### config.mk
export PLATFORM = sky130hd
export DESIGN_NAME = reg_universal
export DESIGN_NICKNAME = d
export VERILOG_FILES = /design/src/rtl/reg_universal.sv
export SDC_FILE = /design/constraint.sdc
export NUM_CORES = 1
export LEC_CHECK = 0
export CAP_MARGIN = 20
export CORE_ASPECT_RATIO = 0.7
export CORE_MARGIN = 1.5
export CORE_UTILIZATION = 43
export CTS_BUF_LIST = sky130_fd_sc_hd__clkbuf_2 sky130_fd_sc_hd__clkbuf_4 sky130_fd_sc_hd__clkbuf_8
export DETAILED_ROUTE_END_ITERATION = 6
export GPL_TIMING_DRIVEN = 0
export HOLD_SLACK_MARGIN = 0.06
export PLACE_DENSITY = 0.83
export SETUP_SLACK_MARGIN = 0.05
export SYNTH_ARGS = -nofsm -noshare
export SYNTH_HDL_FRONTEND = slang
export SYNTH_SLANG_ARGS = --single-unit
### constraint.sdc
create_clock -name clk -period 1.3 [get_ports clk]
set_input_delay 0.195 -clock clk [delete_from_list [all_inputs] [get_ports clk]]
set_output_delay 0.195 -clock clk [all_outputs]
set_load 0.02 [all_outputs]
### src/rtl/reg_universal.sv
// reg_universal: parametrised universal register with a self-timed serialiser burst.
//
// Operating modes (IDLE, EN=1, start=0): hold, parallel load, shift left/right,
// rotate left/right, synchronous clear. A start request loads D and then shifts the
// word out LSB-first on SO_R over WIDTH enabled cycles, with busy/done status.
//
// Parameters:
//   WIDTH      register width (>= 2)
//   RESET_VAL  value of Q after reset
// Ports:
//   clk    in   rising-edge clock
//   reset  in   asynchronous active-high reset
//   EN     in   clock enable (done still self-clears while low)
//   mode   in   3-bit operation select, used in IDLE only
//   D      in   parallel load data
//   SI_L   in   serial input entering at the MSB on right shifts
//   SI_R   in   serial input entering at the LSB on left shifts
//   start  in   burst request, used in IDLE with EN=1
//   Q      out  register contents
//   SO_L   out  Q[WIDTH-1]
//   SO_R   out  Q[0]
//   busy   out  high while a burst is in progress
//   done   out  one-cycle pulse when a burst completes

module reg_universal #(
  parameter int unsigned            WIDTH     = 8,
  parameter logic [WIDTH-1:0]       RESET_VAL = '0
) (
  input  logic             clk,
  input  logic             reset,
  input  logic             EN,
  input  logic [2:0]       mode,
  input  logic [WIDTH-1:0] D,
  input  logic             SI_L,
  input  logic             SI_R,
  input  logic             start,
  output logic [WIDTH-1:0] Q,
  output logic             SO_L,
  output logic             SO_R,
  output logic             busy,
  output logic             done
);

  localparam int unsigned CntW = $clog2(WIDTH);

  typedef enum logic {StIdle, StBurst} state_e;

  state_e           state_q, state_d;
  logic [WIDTH-1:0] q_q, q_d;
  logic [CntW-1:0]  cnt_q, cnt_d;
  logic             busy_q, busy_d;
  logic             done_q, done_d;

  logic [WIDTH-1:0] shr_sil;
  assign shr_sil = {SI_L, q_q[WIDTH-1:1]};

  always_comb begin
    state_d = state_q;
    q_d     = q_q;
    cnt_d   = cnt_q;
    busy_d  = busy_q;
    done_d  = 1'b0;  // done is a pulse: cleared on every edge, even with EN low

    if (EN) begin
      unique case (state_q)
        StIdle: begin
          if (start) begin
            q_d     = D;
            cnt_d   = '0;
            state_d = StBurst;
            busy_d  = 1'b1;
          end else begin
            unique case (mode)
              3'b000: q_d = q_q;
              3'b001: q_d = D;
              3'b010: q_d = {q_q[WIDTH-2:0], SI_R};
              3'b011: q_d = shr_sil;
              3'b100: q_d = {q_q[WIDTH-2:0], q_q[WIDTH-1]};
              3'b101: q_d = {q_q[0], q_q[WIDTH-1:1]};
              3'b110: q_d = '0;
              3'b111: q_d = q_q;
              default: q_d = q_q;
            endcase
          end
        end
        StBurst: begin
          q_d = shr_sil;
          // Last bit is on SO_R when the counter reaches WIDTH-1, so it never wraps.
          if (cnt_q == CntW'(WIDTH - 1)) begin
            state_d = StIdle;
            busy_d  = 1'b0;
            done_d  = 1'b1;
          end else begin
            cnt_d = cnt_q + 1'b1;
          end
        end
        default: state_d = StIdle;
      endcase
    end
  end

  always_ff @(posedge clk or posedge reset) begin
    if (reset) begin
      state_q <= StIdle;
      q_q     <= RESET_VAL;
      cnt_q   <= '0;
      busy_q  <= 1'b0;
      done_q  <= 1'b0;
    end else begin
      state_q <= state_d;
      q_q     <= q_d;
      cnt_q   <= cnt_d;
      busy_q  <= busy_d;
      done_q  <= done_d;
    end
  end

  assign Q    = q_q;
  assign SO_L = q_q[WIDTH-1];
  assign SO_R = q_q[0];
  assign busy = busy_q;
  assign done = done_q;

endmodule

=== Word level (Yosys, flattened, before mapping) ===
Index checks and enable logic that the tools add are counted.

* $add $sub $neg: 1
* Equal/unequal tests: 12
* Muxes and demuxes: 15
* Bitwise gates (word level): 1
* Reduce and logical (&&, ||, !) cells: 5

{| class="wikitable"
|+ Operators with widths
! kind !! count
|-
| 8-bit case mux with 6 select lines || 1
|-
| 8-bit case mux with 2 select lines || 1
|-
| 3-bit equality test (second input constant) || 5
|-
| 8-bit 2-to-1 mux || 1
|-
| 1-bit 2-to-1 mux || 7
|-
| 3-bit by 2-bit equality test with 1-bit output (second input constant) || 2
|-
| 3-bit 2-to-1 mux || 2
|-
| 3-bit case mux with 2 select lines || 1
|-
| 3-bit AND reduction || 2
|-
| 2-bit != test (second input constant) || 2
|-
| 1-bit case mux with 2 select lines || 2
|-
| 3-bit by 1-bit adder with 3-bit output (second input constant) || 1
|-
| 3-bit by 1-bit equality test with 1-bit output (second input constant) || 1
|-
| 3-bit logical NOT || 1
|-
| 3-bit != test (second input constant) || 1
|-
| 2-bit by 1-bit != test with 1-bit output (second input constant) || 1
|-
| 2-bit AND reduction || 1
|-
| 2-bit OR reduction || 1
|-
| 1-bit NOT || 1
|}

* Bits in registers: 14
* Bits of input ports: 17
* Output and inout port bits: 12

=== Longest topological paths before layout ===
* Depth in word-level cells: 4
* Gate-level depth with buffers: 6

=== Worst setup path before layout ===
No wires, ideal clock.

* Path kind: register to register
* Start: register cnt_q[0]
* End: register cnt_q[0]
* Library setup time: 121 ps
* Arrival: 1211 ps
* Setup slack: -32 ps
* Cell stages (with the launch flop): 5
* Buffers on the path: 0
* Clock period less this slack: 1332 ps
* Path through: dfrtp_1 -> ha_1 -> ha_1 -> mux2_2 -> a22o_1

* Cells in the longest elaborated chain, start to end: 3
* Elaborated cells between the ends (all ways): 6
* Classes of those cells: add/sub: 1; eq/ne: 2; mux: 2; reduce/logical: 1

{| class="wikitable"
|+ RTL lines
! what !! RTL line !! source
|-
| from (decl) || 50 || <nowiki>logic [CntW-1:0] cnt_q, cnt_d;</nowiki>
|-
| from (signal assigned) || 112 || <nowiki>cnt_q <= cnt_d;</nowiki>
|-
| 3-bit by 1-bit adder with 3-bit output or 3-bit equality test (tied branches) || 94, 89 ||
|-
| 3-bit 2-to-1 mux or 2-bit != test (tied branches) || n/a ||
|-
| 3-bit case mux with 2 select lines or 3-bit AND reduction (tied branches) || n/a ||
|}

Parallel ways exist; a longest one is shown, timed or not. The select of a mux whose other input is x is not followed.
A chain may end at the register's enable or synchronous reset.

=== Final worst setup path ===
Same ends and word-level chain as after synthesis.

==> impl_metrics.yaml <==
synthesis:
  synthesis.nets: 135
  synthTopCellsByCount: "dfrtp_1 (14), a21oi_1 (12), nand2_1 (12), o21ai_0 (12), a31oi_1 (8)"
  synth_async_sr_flop_share: 1.00
  synth_area_leaders: "dfrtp_1 (36%), a21oi_1 (6.2%), o21ai_0 (6.2%)"
  synth_top_cell_by_area: "dfrtp_1"
  synth.avg_cell_area_um2: 8.38
  synthFlopType: "dfrtp_1"
  syn_inst: 116
  synth_edf_count: 0
  yosysMostFrequentCell: "dfrtp_1"
  synth_area_um2: 972
  synth_warnings: 0
  synth_top_area_share: 0.360
  ys_ff_latch: 14
  seq_area_frac_synth: 0.360
  yosysUniqueCellTypes: 31
worst_setup_path:
  worstSetupStartpointType: "flop"
  cp.depth: 5
  critPathCaptureType: "flop"
  cp_data_required_time_ns: 1.48
  critPathMaxStageDelay_ns: 0.37
  r2r_cells: 5
  crit_type: "reg -> reg"
  crit_path_max_fanout: 5
  reg2reg_from: "cnt_q[0]$_DFFE_PP0P_"
  worstPathCellList: "ha_2, ha_4, nor2b_4, mux2_2, a22o_1"
  cp_slowest_cell: "dfrtp_1"
  crit_path_start: "cnt_q[0]$_DFFE_PP0P_"
  cp_num_buf_inv: 0
  arrival_ns: 1.51
  crit_family: "flip-flops"
flow_run:
  drv_cap: 0
drt:
  vias: 1155
  detail_route.vias_per_cell: 5.86
  drt_wl_total_um: 3240
  first_pass_iters: 5
  wl_per_cell_um: 16.4
  drtIter0Drc: 79
  ant_nets: 0
  route.detailed.drc: 0
floorplan:
  coreArea_um2: 2140
  die_x_um: 59.8
  fp-row-count: 14
  dieArea_um2: 2560
  initial_core_util: 0.455
  boundaryPins: 29
  die_y_um: 42.8
placement:
  port_buffers: 28
  hpwlAfterDp_um: 1950
  gp_congestion: 0.843
timing:
  hold_viol_final: 0
  tightest_slew_ns: 0.502
  relSlewSlack: 0.665
  rsz0062_at_grt: "true"
  skew_ns: 0.00643
  fmax_ghz: 0.755
  min_period_ns: 1.32
  setup_viol: 1
  slew_violations: 0
  hold_slack_ns: 0.227
  fin_crit_sh: 1.02
  setup_ws_ns: -0.0245
clock_tree:
  h-tree-depth: 1
  clk-insertion-delay-late_ns: 0.29
  clk_pin_slew_ns: 0.08
  cts_buffers: 3
  cts.sinks: 14
  cts_root_buf: "clkbuf_4"
  cts_tree: "built"
  postCtsHoldBufs: 0
  cts_buffer_depth: 2
power:
  p_leak_nw: 0.682
  peakVddDrop_uv: 909
  power_density_nw_per_um2: 1540
run_status:
  violations: "negative setup slack"
  status: "complete, but fails checks"
worst_hold_path:
  hold_class: "in -> async"
global_route:
  gr-total-overflow: 0
  grt_pass1_wl_um: 5180
  grt_max_degree: 15
  grt_pass1_vias: 1110
  antenna_found_initial: 0
  track_usage: 0.272
cells_and_area:
  diodes: 0
  fillers: 152
  utilization: 0.725
  layout-drive-gt1-share: 0.364
  regArea_um2: 352
  multi_input_area_um2: 664
  syn2layout_area_growth_pct: 59.3
  nets: 186
state kept, by name, indices dropped and copies added, names as in the netlist:
signal and count:
Q 8, cnt_q 3, busy 1, done 1, state_q 1
stage by stage:
stage	total power [W]	std cells	setup TNS (ns)	setup WS, ns	cell area (um2)
after detailed placement	0.00200	176	-5.84	-0.666	1320
after global routing	0.00252	197	-0.0735	-0.0735	1550
after floorplan	0.00149	116	0	0.0366	995
after global placement	0.00195	176	-5.30	-0.615	1320
final	0.00238	197	-0.0245	-0.0245	1550
after CTS	0.00230	194	-0.00496	-0.00496	1530
layout by cell type, fill, tap and decap left out, types with 2 or more instances in the layout:
| cell type | instances |
|---|---|
| nand3b_1 | 2 |
| dfrtp_1 | 13 |
| nor2b_4 | 2 |
| buf_2 | 3 |
| a21oi_1 | 12 |
| dlygate4sd2_1 | 7 |
| clkdlybuf4s50_1 | 12 |
| buf_6 | 4 |
| o21ai_0 | 7 |
| a21o_1 | 4 |
| a31o_2 | 2 |
| buf_4 | 21 |
| nand3_1 | 6 |
| and3_1 | 3 |
| a31oi_1 | 8 |
| clkbuf_2 | 8 |
| nand2_1 | 12 |
| a22oi_1 | 2 |
| o21ai_1 | 5 |
| clkbuf_4 | 3 |
| inv_1 | 3 |
| nor2_1 | 4 |
| nor2_4 | 2 |
path summary, 6_finish.rpt:
path                                        end  slack (ns)
max                        cnt_q[0]$_DFFE_PP0P_       -0.02
min                            Q[1]$_DFFE_PP0P_        0.23
max reg2reg                cnt_q[0]$_DFFE_PP0P_       -0.02
min reg2reg                    busy$_DFFE_PP0P_        0.51
max in group asynchronous   state_q$_DFFE_PP0P_        0.70
min in group clk               busy$_DFFE_PP0P_        0.51
layer usage:
metal  wire, um  up-vias  global-route usage
li1           -      530                   -
met3        340       10              0.0762
met5          0        -                   0
met1       1350      534               0.387
met2       1460       81               0.389
met4         85        0               0.102
cell families (layout without fill, tap and decap cells):
family                     Yosys count  count (layout)  share of synthesized area
AOI/OAI and AO/OA                   48              48                      0.324
buffers and inverters               14              63                     0.0798
and+or+nand+nor                     36              36                      0.189
DFF                                 14              14                      0.360
xor gates and xnor gates             1               1                    0.00901
adders and majority gates            2               2                     0.0257
muxes                                1               1                     0.0116
final cells by class:
class,count,share of cell area
multi-input combinational,88,0.429
timing repair buffer,46,0.236
sequential,14,0.227
buffer,10,0.0565
inverter,4,0.0113
clock buffer,3,0.0145
tap,32,0.0258
worst register-to-register path, delay by kind of cell, from the launching register on:
family,cells,cell delay (ns)
muxes,1,0.25
adders and majority gates,2,0.37
and+or+nand+nor,1,0.06
DFF,1,0.37
AOI/OAI and AO/OA,1,0.17
power by group:
group          switching [W]  internal, W
registers           0.000199     0.000617
logic               0.000704     0.000626
clock network       0.000131     0.000108
repair_timing:
| action | in CTS | in global routing |
|---|---|---|
| pin swaps | 5 | 2 |
| resized for setup | 60 | 18 |
| endpoints found under the setup margin | 23 | 18 |
| gates cloned | 0 | 0 |
| buffers inserted | 15 | 3 |
No activity file was read; power rests on OpenSTA's default activity.
